## config.mk

```make
export PLATFORM = sky130hd
export DESIGN_NAME = cache_ctrl_fsm
export DESIGN_NICKNAME = d
export VERILOG_FILES = /design/src/rtl/cache_ctrl_fsm.sv
export SDC_FILE = /design/constraint.sdc
export NUM_CORES = 1
export LEC_CHECK = 0
export BUFFER_PORTS_ARGS = -buffer_cell sky130_fd_sc_hd__buf_2
export CAP_MARGIN = 0
export CORE_AREA = 2 2 129 131
export DETAILED_ROUTE_END_ITERATION = 8
export DIE_AREA = 0 0 131 133
export REMOVE_ABC_BUFFERS = 1
export SLEW_MARGIN = 5
export SYNTH_ARGS = -nofsm -noshare
export SYNTH_HDL_FRONTEND = slang
export SYNTH_SLANG_ARGS = --single-unit
```

## constraint.sdc

```tcl
create_clock -name clk -period 1.7 [get_ports clk]
set_input_delay 0.34 -clock clk [delete_from_list [all_inputs] [get_ports clk]]
set_output_delay 0.34 -clock clk [all_outputs]
set_load 0.05 [all_outputs]
```

## src/rtl/cache_ctrl_fsm.sv

```systemverilog
// cache_ctrl_fsm: sequencing controller for a 2-way LRU data cache
// (32 sets x 2 ways x 4 words). It serves CPU loads and stores. On a miss it
// writes back a dirty LRU victim line and refills the line word by word from
// memory. It then replays the held request, which hits.
module cache_ctrl_fsm #(
    parameter int ADDR_BITS           = 32,
    parameter int TAG_BITS            = 23,
    parameter int SET_INDEX_WIDTH     = 5,
    parameter int ELEMENT_WORDS_WIDTH = 2
) (
    input  logic                 clk,
    input  logic                 rst,
    input  logic                 en_r,
    input  logic                 en_w,
    input  logic [2:0]           u_b_h_w,
    input  logic [ADDR_BITS-1:0] addr_rw,
    input  logic [31:0]          data_w,
    output logic [31:0]          data_r,
    output logic                 ack,
    output logic                 stall,
    output logic [ADDR_BITS-1:0] cache_addr,
    output logic                 cache_load,
    output logic                 cache_edit,
    output logic                 cache_store,
    output logic                 cache_invalid,
    output logic [2:0]           cache_u_b_h_w,
    output logic [31:0]          cache_din,
    input  logic                 cache_hit,
    input  logic                 cache_valid,
    input  logic                 cache_dirty,
    input  logic [TAG_BITS-1:0]  cache_tag,
    input  logic [31:0]          cache_dout,
    output logic                 mem_cs_o,
    output logic                 mem_we_o,
    output logic [ADDR_BITS-1:0] mem_addr_o,
    output logic [31:0]          mem_data_o,
    input  logic [31:0]          mem_data_i,
    input  logic                 mem_ack_i
);

    localparam int IDX_LO = 2 + ELEMENT_WORDS_WIDTH;
    localparam int TAG_LO = IDX_LO + SET_INDEX_WIDTH;

    typedef enum logic [2:0] {
        S_IDLE,
        S_CHECK,
        S_BACK_RD,
        S_BACK_WR,
        S_FILL
    } state_t;

    state_t                         state, state_nxt;
    logic [ELEMENT_WORDS_WIDTH-1:0] word_cnt, word_cnt_nxt;
    logic [TAG_BITS-1:0]            victim_tag, victim_tag_nxt;
    logic [ADDR_BITS-1:0]           victim_addr;
    logic [ADDR_BITS-1:0]           fill_addr;
    logic                           last_word;
    logic                           is_read;

    assign victim_addr = {victim_tag, addr_rw[TAG_LO-1:IDX_LO], word_cnt, 2'b00};
    assign fill_addr   = {addr_rw[ADDR_BITS-1:IDX_LO], word_cnt, 2'b00};
    assign last_word   = &word_cnt;
    // Both enables high counts as a write.
    assign is_read     = en_r & ~en_w;

    // State, word counter and captured victim tag; reset abandons any transfer
    always_ff @(posedge clk or negedge rst) begin
        if (!rst) begin
            state      <= S_IDLE;
            word_cnt   <= '0;
            victim_tag <= '0;
        end else begin
            state      <= state_nxt;
            word_cnt   <= word_cnt_nxt;
            victim_tag <= victim_tag_nxt;
        end
    end

    // Next-state and output decode; every output is forced to 0 while reset is held
    always_comb begin
        state_nxt      = state;
        word_cnt_nxt   = word_cnt;
        victim_tag_nxt = victim_tag;
        data_r         = '0;
        ack            = 1'b0;
        cache_addr     = '0;
        cache_load     = 1'b0;
        cache_edit     = 1'b0;
        cache_store    = 1'b0;
        cache_invalid  = 1'b0;
        cache_u_b_h_w  = '0;
        cache_din      = '0;
        mem_cs_o       = 1'b0;
        mem_we_o       = 1'b0;
        mem_addr_o     = '0;
        mem_data_o     = '0;
        if (rst) begin
            cache_u_b_h_w = u_b_h_w;
            unique case (state)
                S_IDLE: begin
                    cache_addr = addr_rw;
                    cache_load = is_read;
                    cache_edit = en_w;
                    cache_din  = data_w;
                    if (en_r | en_w) state_nxt = S_CHECK;
                end
                S_CHECK: begin
                    cache_addr = addr_rw;
                    if (cache_hit) begin
                        ack       = 1'b1;
                        data_r    = is_read ? cache_dout : '0;
                        state_nxt = S_IDLE;
                    end else if (cache_valid & cache_dirty) begin
                        victim_tag_nxt = cache_tag;
                        word_cnt_nxt   = '0;
                        state_nxt      = S_BACK_RD;
                    end else begin
                        word_cnt_nxt = '0;
                        state_nxt    = S_FILL;
                    end
                end
                S_BACK_RD: begin
                    // Plain read of the victim word without an LRU update; its
                    // data appears on cache_dout during S_BACK_WR.
                    cache_addr = victim_addr;
                    state_nxt  = S_BACK_WR;
                end
                S_BACK_WR: begin
                    cache_addr = victim_addr;
                    mem_cs_o   = 1'b1;
                    mem_we_o   = 1'b1;
                    mem_addr_o = victim_addr;
                    mem_data_o = cache_dout;
                    if (mem_ack_i) begin
                        word_cnt_nxt = word_cnt + 1'b1;
                        state_nxt    = last_word ? S_FILL : S_BACK_RD;
                    end
                end
                S_FILL: begin
                    mem_cs_o   = 1'b1;
                    mem_addr_o = fill_addr;
                    cache_addr = fill_addr;
                    if (mem_ack_i) begin
                        cache_store  = 1'b1;
                        cache_din    = mem_data_i;
                        word_cnt_nxt = word_cnt + 1'b1;
                        if (last_word) state_nxt = S_IDLE;
                    end
                end
                default: state_nxt = S_IDLE;
            endcase
        end
        stall = rst & (en_r | en_w) & ~ack;
    end

endmodule

```

* Yosys cells after proc, flatten, opt, wreduce, memory -nomap -nowiden *
Index checks and enable logic that the tools add are counted.

storage, ports and cells
  flip-flop bits (word level) = 28
  word-level logic and storage cells = 70

operators by class
  multiplexer cells = 39
  reduce and logical (&&, ||, !) cells = 9
  equal/unequal tests = 10
  $add $sub $neg = 1
  bitwise gates (word level) = 8

operator list
  kind                   number
  $mux W32               10
  $pmux W32 S2           2
  $pmux W32 S3           1
  $mux W3                8
  $pmux W3 S5            1
  $mux W1                14
  $ne A2 B2 Y1 const B   5
  $reduce_and A4 Y1      2
  $eq A3 B2 Y1 const B   2
  $reduce_or A2 Y1       3
  $reduce_and A5 Y1      1
  $and A1 B1 Y1          4
  $mux W2                2
  $pmux W2 S2            1
  $eq A3 B1 Y1 const B   1
  $eq A3 B3 Y1 const B   1
  $logic_not A3 Y1       1
  $not A1 Y1             3
  $add A2 B1 Y2 const B  1
  $ne A2 B1 Y1 const B   1
  $reduce_and A2 Y1      1
  $reduce_bool A2 Y1     1
  $or A1 B1 Y1           1

* Depth between registers and ports, before layout *
Gate-level depths: netlist of the first run.

  depth after elaboration = 6
  mapped depth = 7

* Worst setup path after synthesis of the first run *
Ideal clock, no wire load.

  path type = flip-flop to output port
  from = register state[1]
  to = output cache_addr[0]
  data required time = 1.360 ns
  stages on the path, launching flop included = 5
  setup slack = -1.160 ns
  arrival time = 2.520 ns
  path through = dfrtp_1 -> buf_6 -> buf_4 -> buf_4 -> nor4b_1

between the ends
  cells in the longest elaborated chain, start to end = 4
  elaborated cells between the ends (all ways) = 9
  those cells by class = eq/ne: 4; mux: 2; reduce/logical: 3

RTL lines
  element                               RTL line  RTL
  start, declared                       52        state_t state, state_nxt;
  start signal, assigned                73        state <= state_nxt;
  $eq A3 B2 Y1 (tied with other cells)  99        unique case (state)
  $reduce_or A2 Y1 (no source line)     -
  $pmux W32 S3 (*)                      99
  $mux W32 (*)                          97        if (rst) begin
  end, declared                         21        output logic [ADDR_BITS-1:0] cache_addr,

Mark *: on every way between the ends. The rest lies on a longest branch, timed or not.

* Final worst setup path of the first run *
  from = register state[1]
  to = output cache_din[8]

between the ends
  cells in the longest elaborated chain, start to end = 3
  elaborated cells between the ends (all ways) = 4
  those cells by class = eq/ne: 1; mux: 2; reduce/logical: 1

RTL lines
  element                                                  RTL line  RTL
  $eq A3 B3 Y1 / $logic_not A3 Y1 (equally long branches)  99
  $pmux W32 S2 (*)                                         99
  $mux W32 (*)                                             97
  end, declared                                            27        output logic [31:0] cache_din,

Marked as above.

==> reports/metrics.cfg, run 1 <==
[floorplanning]
initial_core_util = 0.1999
floorplan.rows = 47
die_width_um = 131
ios = 333
fp.dieH_um = 133
core_area_um2 = 16170
floorplan.die_area_um2 = 17420

[clock_tree]
cts.hold.buffers_added = 0
cts-buffers-inserted = 3
cts_sinks = 28
h-tree-depth = 1
cts.root.buffer_cell = clkbuf_16
ctsLongestPathBuffers = 2
cts_tree = yes
clock_latency_ns = 0.27
cts.clk_slew.worst_paths_ns = 0.08

[drt]
routedWlPerCell_um = 20.24
vias_per_cell = 4.709
antenna_left = 0
vias = 4822
detail_route.first_pass.iterations = 4
drtIter0Drc = 183
route.detailed.drc = 0
routed_wirelength_um = 20720

[finish]
synthToLayoutAreaGrowth_pct = 158.6
final_area_um2 = 8359
most_frequent_cells_in_the_layout = buf_2 (162), buf_6 (136), nor2_1 (65)
finalNetCount = 962
final_layout_size_suffix_gt1_frac = 0.7531
multiInputGateArea_um2 = 2999
flip_flop_and_latch_area_um2 = 701.9
fillers = 1410
layout_commonest_cell = buf_2

[job]
max_cap_viols = 0

[placement]
hpwlAfterDp_um = 11960
pre_cts_slack_ns = -0.3628
place.gp.congestion = 0.8197
port_buffers = 329
place_area_um2 = 5426

[timing]
post-route-period-util = 1.328
clock-skew-final_ns = 0.009018
setup_violations = 191
finalMaxSlewViolations = 0
rsz0062_at_grt = yes
postLayoutSetupSlackWorst_ns = -0.5568
maxClockFrequency_mhz = 443.1
timing.final.hold_violations = 0
final.min_clock_period_ns = 2.257

[setup_path]
cpMaxStageDelayCell = dfrtp_2
worstReg2RegStart = state[2]$_DFFE_PN0P_
critPathLaunch = state[1]$_DFFE_PN0P_
critPathCaptureType = output port
data_arrival_time_of_the_worst_path_ns = 1.92
cpMostUsedCell = buf_6
cp-start-kind = flip-flop
worstPathMaxFanout = 7
worst-setup-path-type = reg2out
critical-path-max-stage-delay_ns = 0.46
worst_r2r_path_depth = 8
path_cells = buf_6 -> nor2_4 -> and3_4 -> clkbuf_16 -> a22oi_2 -> nor2_1 -> buf_6
critPathRequiredTime_ns = 1.36

[global_route]
grt_overflow = 0
grt.busiest_layer = met2
largest_net_degree_at_the_start_of_global_routing = 33
grt_antenna_before_repair = 7
groute.layer.met2.usage = 0.3569
grt_pass1_vias = 4669
grt.met3_usage = 0.03841
grt_use_total = 0.1948
wire_length_of_the_first_global_routing_pass_um = 26190
globalRouteMet1Util = 0.2183

[logic_synthesis]
synth_seq_area_share = 0.2167
synth.lib_cells_used.distinct = 43
postSynth.asyncResetShare = 1.000
postSynthRegisterBits = 28
most_frequently_used_flop_master_after_synthesis = dfrtp_1
yosys.area.top_type = dfrtp_1
postSynthAreaPerCell_um2 = 7.847
synth_largest_type_area_fraction = 0.2167
post_synth_inst_count = 412
netlist_top_cells_area = dfrtp_1 (22%), and2_1 (16%), nor2_1 (10%)
syn_area_um2 = 3233
ys_warn_count = 0
number_of_flops_mapped_to_enable_cells_by_yosys = 0

[power]
design_power_total_mw = 11.48
p_leak_nw = 3.881
ir_worst_vdd_mv = 0.7942
p_per_area_nw_per_um2 = 1373

[hold_path]
holdCritPathClass = in2async

[status]
violations = setup timing
run_status = finished, violations left

==> worst max-delay path, delay by kind of cell, from the launching register on <==
family	cells	cell delay [ns]
simple gates	3	0.62
buf+inv	3	0.52
flops	1	0.46
compound gates	1	0.05
==> per-layer routing <==
layer	vias to the layer above	wire, um
met5	-	13
met4	2	601
met3	40	1411
li1	2203	-
met2	244	11010
met1	2333	7689
==> report_power, final <==
| part | leakage (nW) | internal, mW | switching (mW) |
|---|---|---|---|
| Sequential | 0.353 | 0.977 | 0.320 |
| Combinational | 3.48 | 4.48 | 4.98 |
| Clock | 0.0511 | 0.470 | 0.253 |
| Total | 3.88 | 5.93 | 5.55 |
==> flip-flops by register name (all words and copies together), names as in the netlist <==
name and cells:
victim_tag 23, state 3, word_cnt 2
==> worst paths after layout <==
| path | slack, ns | endpoint |
|---|---|---|
| setup / recovery | -0.56 | cache_din[8] |
| hold / removal | 0.007 | victim_tag[5]$_DFFE_PN0P_ |
| setup reg to reg | -0.29 | victim_tag[3]$_DFFE_PN0P_ |
| hold reg to reg | 0.55 | victim_tag[14]$_DFFE_PN0P_ |
| max in group asynchronous | 1.32 | victim_tag[13]$_DFFE_PN0P_ |
| min in group clk | 0.30 | victim_tag[5]$_DFFE_PN0P_ |
==> cell type report <==
cell class              count  share of cell area
repair buffers            422              0.5086
inverters                   3            0.001347
well taps                 220             0.03293
clock buffers               3            0.008981
flip-flops and latches     28             0.08397
multi-input cells         341              0.3588
clock inverters             1            0.003592
diodes                      6            0.001796
==> kinds of logic after synthesis <==
| family | Yosys count | share of synthesized area |
|---|---|---|
| adders and majority gates | 1 | 0.003869 |
| buffers and inverters | 45 | 0.08320 |
| other | 1 | 0.001160 |
| and+or+nand+nor | 191 | 0.3193 |
| DFF | 28 | 0.2167 |
| muxes | 53 | 0.1741 |
| AOI/OAI and AO/OA | 93 | 0.2016 |
==> Yosys cell counts, types with 2 or more instances <==
cell type / n
a21oi_1: 30
a22o_1: 23
a22oi_1: 32
and2_1: 81
buf_1: 5
buf_2: 8
buf_4: 9
buf_6: 4
buf_8: 2
clkbuf_1: 11
clkbuf_2: 3
dfrtp_1: 28
inv_1: 3
mux2_2: 25
mux2i_1: 27
nand2_1: 5
nand3_1: 2
nor2_1: 86
nor4b_1: 2
o21ai_0: 2
or2_2: 2
==> stage by stage <==
stage | hold slack [ns] | TNS, ns | utilization | std cells
finish | 0.006913 | -77.69 | 0.5169 | 1024
global route | 0.0001589 | -90.92 | 0.5169 | 1024
CTS | 0.006363 | -71.86 | 0.4592 | 997
detailed placement | 0.2940 | -37.60 | 0.3356 | 966
global placement | 0.3036 | -35.00 | 0.3356 | 966
floorplan | 0.04441 | -320.12 | - | 372
==> what timing repair did <==
action	4_1_cts	5_1_grt
pin swaps	49	96
gates resized for setup	454	174
cloned	11	13
setup endpoints to repair	191	191
setup buffers	17	20
Note: power is estimated with default switching activity, not from simulation.
==> run 2, diff against run 1 <==
ABC_AREA = 1   (was default)
CORE_AREA = 8 8 124 126   (was 2 2 129 131)
DIE_AREA = 0 0 132 134   (was 0 0 131 133)
==> reports/metrics.cfg, run 2 <==
[status]
run_status = finished, violations left
violations = setup timing

[clock_tree]
clock_latency_ns = 0.27  ; about the same
cts-buffers-inserted = 3  ; unchanged
cts_sinks = 28  ; unchanged
h-tree-depth = 1  ; unchanged
cts_tree = yes
ctsLongestPathBuffers = 2  ; unchanged
cts.hold.buffers_added = 0  ; unchanged
cts.root.buffer_cell = clkbuf_16
cts.clk_slew.worst_paths_ns = 0.08  ; about the same

[setup_path]
cp-start-kind = flip-flop
worstPathMaxFanout = 16  ; +9
data_arrival_time_of_the_worst_path_ns = 1.82  ; -0.10 ns
worst_r2r_path_depth = 10  ; +2
critPathRequiredTime_ns = 1.36  ; about the same
reg2reg_slack_ns = -0.21  ; +0.08 ns
timing.rr.end = victim_tag[13]$_DFFE_PN0P_
worstReg2RegStart = state[2]$_DFFE_PN0P_
worst-setup-path-type = reg2out
critPathCaptureType = output port

[drt]
routedWlPerCell_um = 20.73  ; +2.5%
vias = 5672  ; +18%
antenna_left = 0  ; unchanged
vias_per_cell = 4.958  ; +5.3%
routed_wirelength_um = 23720  ; +14%
route.detailed.drc = 0  ; unchanged
drtIter0Drc = 308  ; +68%
detail_route.first_pass.iterations = 5  ; +1

[finish]
multiInputGateArea_um2 = 3127  ; +4.3%
finalNetCount = 1126  ; +17%
largestRegisters = victim_tag: 23 flops, state: 3 flops, word_cnt: 2 flops
final_layout_size_suffix_gt1_frac = 0.6445  ; -0.1086
most_frequent_cells_in_the_layout = nand2_1 (165), buf_2 (164), buf_6 (127)
top_register = victim_tag
synthToLayoutAreaGrowth_pct = 156.4
fillers = 1094  ; -22%
layout_commonest_cell = nand2_1
largest_register_ff_count = 23  ; unchanged
final_cells = 1144  ; +12%
flip_flop_and_latch_area_um2 = 704.4  ; +0.36%
final_area_um2 = 8237  ; -1.5%

[global_route]
grt_pass1_vias = 5081  ; +8.8%
grt_use_total = 0.1899  ; -0.004959
grt_overflow = 0  ; unchanged
largest_net_degree_at_the_start_of_global_routing = 35  ; +6.1%
grt_antenna_before_repair = 3  ; -4
wire_length_of_the_first_global_routing_pass_um = 27630  ; +5.5%

[logic_synthesis]
synth_seq_area_share = 0.2182  ; +0.001435
synth.lib_cells_used.distinct = 29  ; -33%
number_of_flops_mapped_to_enable_cells_by_yosys = 0  ; unchanged
ys_warn_count = 0  ; unchanged
syn_area_um2 = 3212  ; -0.66%
post_synth_inst_count = 588  ; +43%
yosys.area.top_type = nand2_1
postSynth.asyncResetShare = 1.000  ; unchanged
postSynthAreaPerCell_um2 = 5.462  ; -30%
synth_largest_type_area_fraction = 0.2443  ; +0.02754
synthMostInstantiatedCell = nand2_1
postSynthRegisterBits = 28  ; unchanged
yosys-top-cells-count = nand2_1 (209), inv_1 (84), nor2_1 (56), a21oi_1 (55), nor3_1 (37)
most_frequently_used_flop_master_after_synthesis = dfrtp_1
netlist_top_cells_area = nand2_1 (24%), dfrtp_1 (22%), inv_1 (9.8%)

[power]
ir_worst_vdd_mv = 0.7511  ; -5.4%
clock_power_share = 0.061  ; -0.002
cell_internal_pwr_mw = 4.441  ; -25%
p_leak_nw = 4.104  ; +5.8%
switching_share = 0.5577  ; +0.07399
total_switching_power_mw = 5.600  ; +0.84%
power.share.combinational = 0.798  ; -0.026
p_per_area_nw_per_um2 = 1219  ; -11%
share_seq_of_total_power = 0.141  ; +0.028
design_power_total_mw = 10.04  ; -13%

[timing]
rsz0062_at_grt = yes
timing.final.hold_violations = 0  ; unchanged
maxClockFrequency_mhz = 463.5  ; +4.6%
relSlewSlack = 0.4651
fin_setup_tns_ns = -59.96  ; +17.73 ns
setup_violations = 188  ; -1.6%
finalMaxSlewViolations = 0  ; unchanged
whs_ns = 0.08958  ; +0.08266 ns
postLayoutSetupSlackWorst_ns = -0.4575  ; +0.09930 ns
final.min_clock_period_ns = 2.157  ; -0.09930 ns
post-route-period-util = 1.269  ; -0.05841
max_slew.worst_pin.slew_ns = 0.8023
clock-skew-final_ns = 0.007356  ; -0.001662 ns

[job]
max_cap_viols = 0  ; unchanged

[floorplanning]
fp.dieH_um = 134  ; +0.75%
floorplan.die_area_um2 = 17690  ; +1.5%
core_area_um2 = 13500  ; -16%
floorplan.rows = 43  ; -8.5%
initial_core_util = 0.2378  ; +0.03792
ios = 333  ; unchanged
die_width_um = 132  ; +0.76%

[placement]
port_buffers = 329  ; unchanged
hpwlAfterDp_um = 14460  ; +21%
dpl.cell_count = 1108  ; +15%
place.gp.congestion = 0.8936  ; +9.0%
place_area_um2 = 5424  ; about the same

[hold_path]
holdCritPathClass = in2async

## run 2: metal layers
layer | wire length [um] | track usage | vias to the layer above
li1 | - | - | 2597
met5 | 11 | 0 | -
met1 | 8643 | 0.2176 | 2680
met4 | 812 | 0.03765 | 2
met2 | 12340 | 0.3468 | 341
met3 | 1910 | 0.05011 | 52
## run 2: worst max path at each step
stage,from,to,slack (ns),cells past startpoint
after detailed placement,state[1]$_DFFE_PN0P_,cache_addr[8],-0.31,8
after CTS,state[1]$_DFFE_PN0P_,cache_din[2],-0.41,7
final,state[1]$_DFFE_PN0P_,cache_din[27],-0.46,7
after floorplan,state[2]$_DFFE_PN0P_,mem_addr_o[31],-1.64,3
after global placement,state[1]$_DFFE_PN0P_,cache_addr[8],-0.28,8
after global routing,state[1]$_DFFE_PN0P_,cache_din[27],-0.51,7
## run 2: cells by family (layout without fill, tap and decap cells)
kind of cell               count (synthesis)  after routing  share of synthesized area
DFF                                       28             28                     0.2182
other                                      1              5                   0.001168
and+or+nand+nor                          324            324                     0.4176
buffers and inverters                    126            498                     0.1741
AOI/OAI and AO/OA                        108            108                     0.1850
adders and majority gates                  1              1                   0.003895
## run 2: cell type report
| cell class | instances | share of cell area |
|---|---|---|
| flip-flops and latches | 28 | 0.08552 |
| multi-input cells | 436 | 0.3796 |
| inverters | 85 | 0.04147 |
| well taps | 180 | 0.02734 |
| repair buffers | 409 | 0.4547 |
| diodes | 2 | 0.0006076 |
| clock buffers | 4 | 0.01079 |
## run 2: power by group through the flow
stage	logic (mW)	registers (mW)	clock network (mW)
floorplan	3.59	1.20	0
global placement	5.48	1.25	0
detailed placement	5.49	1.26	0
CTS	6.12	1.27	0.630
global route	8.40	1.46	0.652
finish	8.02	1.41	0.612
## run 2: what timing repair did
action	CTS	global route
pin swaps	7	16
setup endpoints to repair	172	190
gates resized for setup	224	437
buffers inserted	5	6
gates cloned	2	19
hold endpoints to repair	0	0
## run 2: worst max-delay path, stage by stage (launching register included)
cell and delay [ns]:
dfrtp_2 0.47, nor2_4 0.15, nand2_4 0.09, nor2_4 0.18, clkbuf_16 0.20, nand2_1 0.09, a21oi_2 0.17, buf_6 0.18
## run 2: metrics by stage
| step | worst slack, ns | util |
|---|---|---|
| after floorplan | -1.637 | - |
| after global placement | -0.2753 | 0.4016 |
| after detailed placement | -0.3102 | 0.4016 |
| after CTS | -0.4088 | 0.4620 |
| after global routing | -0.5140 | 0.6099 |
| final | -0.4575 | 0.6099 |
==> run 3, diff against run 2 <==
CORE_AREA = 8 8 122 124   (was 8 8 124 126)
DIE_AREA = 0 0 130 132   (was 0 0 132 134)
clock period = 2.1 ns   (was 1.7 ns; I/O delays follow)
==> reports/metrics.cfg, run 3 (synthesized netlist as in run 2, its figures left out) <==
[status]
run_status = finished, violations left
violations = setup timing

[clock_tree]
cts_sinks = 28  ; unchanged
clock_latency_ns = 0.27  ; about the same
ctsLongestPathBuffers = 2  ; unchanged
h-tree-depth = 1  ; unchanged
cts_tree = yes
cts.clk_slew.worst_paths_ns = 0.07  ; about the same
cts-buffers-inserted = 3  ; unchanged
cts.root.buffer_cell = clkbuf_16

[power]
p_per_area_nw_per_um2 = 1024  ; -16%
power.share.combinational = 0.815  ; +0.017
cell_internal_pwr_mw = 4.021  ; -9.5%
share_seq_of_total_power = 0.118  ; -0.023
p_leak_nw = 4.183  ; +1.9%
clock_power_share = 0.067  ; +0.006
total_switching_power_mw = 4.767  ; -15%
switching_share = 0.5424  ; -0.01528
ir_worst_vdd_mv = 0.5780  ; -23%

[timing]
whs_ns = 0.04062  ; -0.04895 ns
postLayoutSetupSlackWorst_ns = -0.2759  ; +0.1816 ns
finalMaxSlewViolations = 0  ; unchanged
maxClockFrequency_mhz = 420.9
setup_violations = 149  ; -21%
final.min_clock_period_ns = 2.376
rsz0062_at_grt = yes
clock-skew-final_ns = 0.003457  ; -0.003900 ns
fin_setup_tns_ns = -21.86  ; +38.10 ns
post-route-period-util = 1.131
timing.final.hold_violations = 0  ; unchanged

[floorplanning]
fp.dieH_um = 132  ; -1.5%
core_area_um2 = 12980  ; -3.9%
die_width_um = 130  ; -1.5%
floorplan.die_area_um2 = 17160  ; -3.0%
initial_core_util = 0.2474  ; +0.009606
floorplan.rows = 42  ; -2.3%
ios = 333  ; unchanged

[placement]
dpl.cell_count = 1084  ; -2.2%
place_area_um2 = 5299  ; -2.3%
port_buffers = 329  ; unchanged
place.gp.congestion = 0.8764  ; -1.9%
pre_cts_slack_ns = 0.06536  ; +0.3756 ns
hpwlAfterDp_um = 14230  ; -1.6%

[setup_path]
worst-setup-path-type = reg2out
cp-start-kind = flip-flop
critPathCaptureType = output port
data_arrival_time_of_the_worst_path_ns = 1.96  ; +0.14 ns
worst_r2r_path_depth = 13  ; +3
worstReg2RegStart = state[0]$_DFFE_PN0P_
timing.rr.end = word_cnt[1]$_DFFE_PN0P_
worstPathMaxFanout = 8  ; -8
critPathRequiredTime_ns = 1.68  ; +0.32 ns
reg2reg_slack_ns = 0.23  ; +0.44 ns

[global_route]
largest_net_degree_at_the_start_of_global_routing = 47  ; +34%
grt_antenna_before_repair = 6  ; +3
grt_use_total = 0.2131  ; +0.02319
grt_pass1_vias = 5277  ; +3.9%
wire_length_of_the_first_global_routing_pass_um = 29210  ; +5.7%
grt_overflow = 0  ; unchanged

[drt]
antenna_left = 0  ; unchanged
route.detailed.drc = 0  ; unchanged
routed_wirelength_um = 23580  ; -0.58%
vias_per_cell = 5.000  ; +0.85%
routedWlPerCell_um = 20.76  ; +0.12%
vias = 5680  ; +0.14%
detail_route.first_pass.iterations = 7  ; +2
drtIter0Drc = 299  ; -2.9%

[hold_path]
holdCritPathClass = in2async

[finish]
final_layout_size_suffix_gt1_frac = 0.6632  ; +0.01869
largest_register_ff_count = 23  ; unchanged
layout_commonest_cell = buf_2
finalNetCount = 1120  ; -0.53%
final_area_um2 = 8587  ; +4.3%
largestRegisters = victim_tag: 23 flops, state: 3 flops, word_cnt: 2 flops
synthToLayoutAreaGrowth_pct = 167.4
top_register = victim_tag
most_frequent_cells_in_the_layout = buf_2 (164), nand2_1 (153), buf_6 (146)
final_cells = 1136  ; -0.70%

[job]
max_cap_viols = 0  ; unchanged

## run 3: changes by cell type in the layout (fill, tap and decap cells not counted), sizes merged
cell / change
clkbuf: -9
bufinv: +1
buf: +2
diode: +2
## run 3: worst max-delay path by stage
stage                               from        endpoint  cells past startpoint
floorplan           state[2]$_DFFE_PN0P_  mem_addr_o[31]                      3
global placement    state[1]$_DFFE_PN0P_      cache_edit                      6
finish              state[0]$_DFFE_PN0P_   cache_din[28]                      8
CTS                 state[0]$_DFFE_PN0P_    cache_din[8]                      8
detailed placement  state[0]$_DFFE_PN0P_    cache_din[8]                      8
global route        state[0]$_DFFE_PN0P_   cache_din[28]                      8
## run 3: layout make-up
class	instances	area [um2]
Fill cell	1005	4393
Timing Repair Buffer	403	3816
Multi-Input combinational cell	436	3393
Sequential cell	28	703.2
Inverter	85	339.1
Tap cell	176	220.2
Clock buffer	3	75.07
Clock inverter	1	30.03
Antenna cell	4	10.01
## run 3: timing repair
action | CTS | global route
setup buffers | 17 | 15
hold buffers | 0 | 0
endpoints found under the setup margin | 162 | 164
pin swaps | 31 | 49
cloned | 9 | 7
endpoints found under the hold margin | 0 | 0
gates resized for setup | 325 | 368
## run 3: worst max-delay path, stage by stage, from the launching register on
cell     delay (ns)
dfrtp_1        0.42
buf_6          0.14
nor2_4         0.11
nand2_4        0.10
nor2_4         0.26
buf_12         0.19
nand2_2        0.07
a21oi_2        0.20
buf_6          0.19
## run 3: stage by stage
step | util | power (mW)
floorplan | - | 3.877
global placement | 0.4082 | 5.376
detailed placement | 0.4082 | 5.402
CTS | 0.5198 | 7.400
global route | 0.6616 | 9.170
finish | 0.6616 | 8.789
## run 3: layer usage
metal / GRT usage / up-vias / part of all wire / routed length, um
met1: 0.2336 / 2702 / 0.35 / 8295
met3: 0.05987 / 57 / 0.090 / 2122
met2: 0.3800 / 331 / 0.53 / 12410
li1: - / 2586 / - / -
met5: 0 / - / 0.00085 / 20
met4: 0.07424 / 4 / 0.031 / 729
## run 3: power by group through the flow
stage / clock [mW] / combinational (mW) / sequential, mW
floorplan: 0 / 2.90 / 0.974
global placement: 0 / 4.37 / 1.00
detailed placement: 0 / 4.39 / 1.01
CTS: 0.594 / 5.80 / 1.00
global route: 0.613 / 7.49 / 1.07
finish: 0.587 / 7.16 / 1.04
